`src/rtl/karat_recombine_pipe.sv`:
```
// Karatsuba recombination: two-stage elastic pipeline, z2<<2SW + mid<<SW + z0.
// Optional borrow flag on mid via KARAT_MID_CHECK_EN (adds Mid_Err_o).
module karat_recombine_pipe #(
  parameter int SW = 12
) (
  input  logic              clk,
  input  logic              rst_n,
  input  logic [2*SW-1:0]   Z0_i,
  input  logic [2*SW-1:0]   Z2_i,
  input  logic [2*SW+1:0]   Z1_i,
  input  logic              Valid_i,
  output logic              Ready_o,
  output logic [4*SW-1:0]   Data_S_o,
  output logic              Valid_o,
  input  logic              Ready_i
`ifdef KARAT_MID_CHECK_EN
  ,
  output logic              Mid_Err_o
`endif
);

  localparam int MW = 2*SW+2;
  localparam int DW = 4*SW;

  logic              s1_v_q;
  logic [MW-1:0]     mid_q;
  logic [MW-1:0]     mid_d;
  logic [2*SW-1:0]   z0_q;
  logic [2*SW-1:0]   z2_q;
  logic              s2_v_q;
  logic [DW-1:0]     data_q;
  logic [DW-1:0]     data_d;
  logic              en1;
  logic              en2;

  assign en2     = !s2_v_q | Ready_i;
  assign en1     = !s1_v_q | en2;
  assign Ready_o = en1;

  always_comb begin
    mid_d = Z1_i - MW'(Z0_i) - MW'(Z2_i);
  end

  // mid is at most 3SW+2 bits after the shift, so zero-extend before it
  always_comb begin
    data_d = {z2_q, z0_q} + (DW'(mid_q) << SW);
  end

  always_ff @(posedge clk or negedge rst_n) begin
    if (!rst_n) begin
      s1_v_q <= 1'b0;
      mid_q  <= '0;
      z0_q   <= '0;
      z2_q   <= '0;
    end else if (en1) begin
      s1_v_q <= Valid_i;
      if (Valid_i) begin
        mid_q <= mid_d;
        z0_q  <= Z0_i;
        z2_q  <= Z2_i;
      end
    end
  end

  always_ff @(posedge clk or negedge rst_n) begin
    if (!rst_n) begin
      s2_v_q <= 1'b0;
      data_q <= '0;
    end else if (en2) begin
      s2_v_q <= s1_v_q;
      if (s1_v_q) begin
        data_q <= data_d;
      end
    end
  end

  assign Data_S_o = data_q;
  assign Valid_o  = s2_v_q;

`ifdef KARAT_MID_CHECK_EN
  logic err1_d;
  logic err1_q;
  logic err2_q;

  // one extra bit keeps the borrow of z1 - (z0 + z2)
  always_comb begin
    err1_d = {1'b0, Z1_i} < ({3'b000, Z0_i} + {3'b000, Z2_i});
  end

  always_ff @(posedge clk or negedge rst_n) begin
    if (!rst_n) begin
      err1_q <= 1'b0;
      err2_q <= 1'b0;
    end else begin
      if (en1 && Valid_i) err1_q <= err1_d;
      if (en2 && s1_v_q)  err2_q <= err1_q;
    end
  end

  assign Mid_Err_o = err2_q;
`endif

endmodule

```
`config.mk`:
```
export PLATFORM = sky130hd
export DESIGN_NAME = karat_recombine_pipe
export DESIGN_NICKNAME = d
export VERILOG_FILES = /design/src/rtl/karat_recombine_pipe.sv
export SDC_FILE = /design/constraint.sdc
export NUM_CORES = 1
export LEC_CHECK = 0
export CAP_MARGIN = 15
export CORE_ASPECT_RATIO = 0.5
export CORE_MARGIN = 2
export CORE_UTILIZATION = 35
export DETAILED_ROUTE_END_ITERATION = 6
export PLACE_DENSITY_LB_ADDON = 0.08
export SLEW_MARGIN = 20
export SYNTH_ARGS = -nofsm -noshare
export SYNTH_HDL_FRONTEND = slang
export SYNTH_SLANG_ARGS = --single-unit
```
`constraint.sdc`:
```
create_clock -name clk -period 2.9 [get_ports clk]
set_input_delay 0.725 -clock clk [delete_from_list [all_inputs] [get_ports clk]]
set_output_delay 0.725 -clock clk [all_outputs]
set_load 0.05 [all_outputs]
```
# After elaboration in Yosys (flattened, before gate mapping)

Index checks and enable logic that the tools add are counted.

Flip-flop bits (word level): 124
Bits of input ports: 78
Output and inout port bits: 50
Logic and storage cells: 15

Add/sub/neg operators: 3
Bitwise gates (word level): 2
Reduce and logical (&&, ||, !) cells: 4

Operator list:

| kind                         | number |
|---|---|
| subtractor 26 x 24 -> 26 bit | 2 |
| adder 48 x 38 -> 48 bit      | 1 |
| AND reduction 2 bit          | 2 |
| zero test 1 bit              | 2 |
| bitwise OR 1 bit             | 2 |

# Logic depth before layout (Yosys ltp)

Word-level depth: 4
Gate-level depth with buffers: 11
Mapped depth without buffers: 11

# Worst setup path before layout

Ideal clock, no wire load.

Path type: input to register
Start point: input Z0_i[2]
End point: register mid_q[18]
Library setup time: 130 ps
Arrival: 2944 ps
Required time: 2770 ps
Setup slack: -173 ps
Cell stages on the path: 10
Path buffers: 0
Path through: inv_1 fa_1 ha_1 nor2b_1 o31a_1 o311ai_4 nand2_1 a311oi_2 xor2_1 o21ai_1

Cells in the longest elaborated chain, start to end: 2

RTL lines:

| element                                    | line | RTL |
|---|---|---|
| start, declared                            | 8    | `input logic [2*SW-1:0] Z0_i,` |
| subtractor 26 x 24 -> 26 bit (2 in series) | 41   | `mid_d = Z1_i - MW'(Z0_i) - MW'(Z2_i);` |
| end signal, assigned                       | 58   | `mid_q <= mid_d;` |
| end, declared                              | 26   | `logic [MW-1:0] mid_q;` |

Every way passes these cells.
A chain may end at the register's enable or synchronous reset.

# Final worst setup path

Start point: input Z1_i[2]
End point: register mid_q[19]

Cells in the longest elaborated chain, start to end: 2

RTL lines:

| element                                    | line | RTL |
|---|---|---|
| start, declared                            | 10   | `input logic [2*SW+1:0] Z1_i,` |
| subtractor 26 x 24 -> 26 bit (2 in series) | 41   |  |

Every way passes these cells.

==> results.md <==
- Core Util, Final: 53.41%
- Crit path from: Z1_i[2]
- GP Congestion: 0.9061
- Setup ws final: 0.02601 ns
- Largest net degree at the start of global routing: 50
- Actual slew at the worst max-slew pin: 0.5962 ns
- Relative max-transition margin: 60.25%
- Vias in the first global route: 7426
- Most frequent cells in the layout: nand2_1 (184), buf_4 (156), dfrtp_1 (124)
- Clock Latency Late Sink: 0.44 ns
- Initial DRC Count: 568
- Die Wd: 220.1 microns
- Wirelength per Cell: 17.53 microns
- First-pass GRT wire length: 41770 microns
- Final setup violating endpoints: 0
- Core Footprint: 22890 sq um
- Final Hold Vio Count: 0
- Drt pass-1 iters: 5
- Period utilisation layout: 99.10%
- Vias per cell: 4.911
- Routed WL: 26770 microns
- Most used cell along the critical path: buf_4
- Antenna diodes: 0
- CTS max path bufs: 2
- Residual DRC count: 0
- Antenna violations before repair: 1
- CP arrival: 3.19 ns
- Pre-CTS WS: -0.7623 ns
- Psw: 4367 uW
- Syn_nets: 1092
- Antenna Nets Post-Route: 0
- #FFs+latches synth: 124
- Initial core utilization: 35.71%
- Area Growth Syn to Fin: 49.57%
- Top delay family on crit path: compound AO/OA/AOI/OAI gates
- Clock slew seen by the registers of the worst setup and hold paths: 0.06 ns
- Combinational fraction of design power: 52.3%
- Synth Instances: 936
- Netlist cell types: 70
- Layout Nets: 1363
- Layout cell share with drive strength beyond 1: 28.36%
- Worst setup path class: input port to flip-flop
- Total gr overflow: 0
- CP cell instances: clkdlybuf4s15_1 -> fa_1 -> ha_4 -> buf_4 -> a21oi_1 -> a21oi_2 -> nor4b_4 -> buf_4 -> o31ai_4 -> a221oi_2 -> xnor2_1 -> o21ai_1
- Ports: 128
- Internal Pwr Total: 5644 uW
- H-tree Lvls: 4
- Crit path capture type: flip-flop
- Async set-reset flop share out of synthesis: 100.0%
- Sink Count: 124
- Reg2Reg Depth: 10
- Post-synth EDFFs: 0
- Synth Flop Type: dfrtp_1
- Vias: 7499
- Max-cap violations: 0
- Commonest non-fill, non-tap cell in the layout: nand2_1
- Reg2reg start: mid_q[0]$_DFFE_PN0P_
- Chip Height: 112.1 microns
- Switching fraction of total power: 43.62%
- Fin crit period: 2.874 ns
- Leakage: 0.005676 uW
- Status: finished, final reports clean
- Synth warn: 0
- CP max-delay cell: fa_1
- Seq/Total Area, Yosys: 37.97%
- CP max stage delay: 0.53 ns
- Avg Inst Size Synth: 8.732 sq um
- CP Max Fanout: 3
- Total chip power: 10010 uW
- Reg power frac: 26.0%
- Crit path required time: 3.21 ns
- PwrDens: 819.0 nW/um^2
- Synthesized area: 8173 sq um
- Cell Rows: 39
- Crit path depth: 12
- Slew Limit Fails: 0
- Clock Skew: 0.01283 ns
- Number of buffers created by CTS: 17
- Buffers on Ports: 127
- TritonCTS clock tree: yes
- Startpoint types: input port
- Tightest Hold Check Type: input port to async pin
- All-Layer GR Usage: 22.43%
- Post-DP HPWL: 20760 microns
- Clock power share: 21.7%
- Peak VDD IR: 0.5762 mV
- Fmax: 347.9 MHz
- Worst path bufs/invs: 3
- Die footprint: 24660 sq um
- CTS root buf: clkbuf_16
[worst register-to-register path, stage by stage, from the launching register on]
cell	delay, ns
dfrtp_1	0.39
ha_1	0.23
fa_1	0.51
a211oi_2	0.26
o21ai_1	0.14
a32oi_2	0.17
buf_4	0.17
o211ai_4	0.12
a311oi_2	0.28
xor2_1	0.26
o21ai_1	0.08
[per-layer routing]
metal	wire length, microns	global-route usage, %
met5	0	0
met4	377	5.145
met3	1261	4.905
met2	11230	31.15
met1	13910	35.05
[flip-flops by register name, summed over array words and instances, names as in the netlist]
signal,count
z0_q,24
mid_q,26
Valid_o,1
Data_S_o,48
z2_q,24
s1_v_q,1
[power groups by stage]
stage | sequential [uW] | clock [uW] | combinational [uW]
after global routing | 2660 | 2300 | 5670
final | 2610 | 2170 | 5230
after detailed placement | 2630 | 0 | 4780
after CTS | 2600 | 2230 | 4980
after global placement | 2620 | 0 | 4730
after floorplan | 3330 | 0 | 2280
[path summary, 6_finish.rpt]
path	slack (ns)	endpoint
setup / recovery	0.03	mid_q[19]$_DFFE_PN0P_
hold / removal	0.30	Data_S_o[13]$_DFFE_PN0P_
setup reg to reg	0.16	Data_S_o[34]$_DFFE_PN0P_
hold reg to reg	0.47	Data_S_o[9]$_DFFE_PN0P_
max in group asynchronous	1.93	z0_q[8]$_DFFE_PN0P_
min in group clk	0.47	Data_S_o[9]$_DFFE_PN0P_
[cell usage after synthesis, drive strengths merged, types with 9 or more instances]
cell | number | area share (%)
xnor2 | 21 | 2.3
ha | 53 | 8.1
a21oi | 56 | 3.7
nand3 | 20 | 1.2
clkbuf | 28 | 1.5
o21ai | 135 | 8.3
fa | 25 | 6.1
dfrtp | 124 | 38
nand4 | 9 | 0.69
a211oi | 11 | 1.1
xor2 | 25 | 2.7
buf | 12 | 1.1
nor2 | 40 | 1.8
a31oi | 13 | 1.0
nand2 | 192 | 8.8
inv | 69 | 3.2
[final cells by class]
| class | count | area [sq um] |
|---|---|---|
| sequential | 124 | 3103 |
| multi-input combinational | 703 | 5249 |
| tap | 307 | 384.1 |
| clock buffer | 18 | 439.2 |
| timing repair buffer | 292 | 2625 |
| inverter | 69 | 264.0 |
| fill | 2107 | 10660 |
| clock inverter | 14 | 160.2 |
[logic make-up (layout without fill, tap and decap cells)]
group           after synthesis  in the layout  synth area share (%)
simple gates                308            308                 16.53
compound gates              269            269                 20.38
flops                       124            124                 37.97
buf+inv                     109            393                 5.680
fa+ha+maj                    78             78                 14.24
xor+xnor                     46             46                 4.930
mux                           2              2                0.2755
[per-stage QoR]
step / instances / area (sq um) / setup TNS [ns] / hold slack [ns]
6_report: 1527 / 12220 / 0 / 0.2966
5_1_grt: 1527 / 12220 / -0.1226 / 0.3088
4_1_cts: 1509 / 11730 / -0.02402 / 0.2953
3_5_place_dp: 1454 / 10710 / -13.03 / 0.4529
3_3_place_gp: 1454 / 10710 / -12.33 / 0.4507
2_1_floorplan: 936 / 8244 / -0.1653 / 0.4294
[repair_timing]
item | in CTS | in global routing
setup buffers | 23 | 19
hold buffers | 0 | 0
endpoints found under the setup margin | 18 | 19
pin swaps | 48 | 82
gates cloned | 0 | 0
gates resized for setup | 105 | 107
Note: power is estimated with default switching activity, not from simulation.
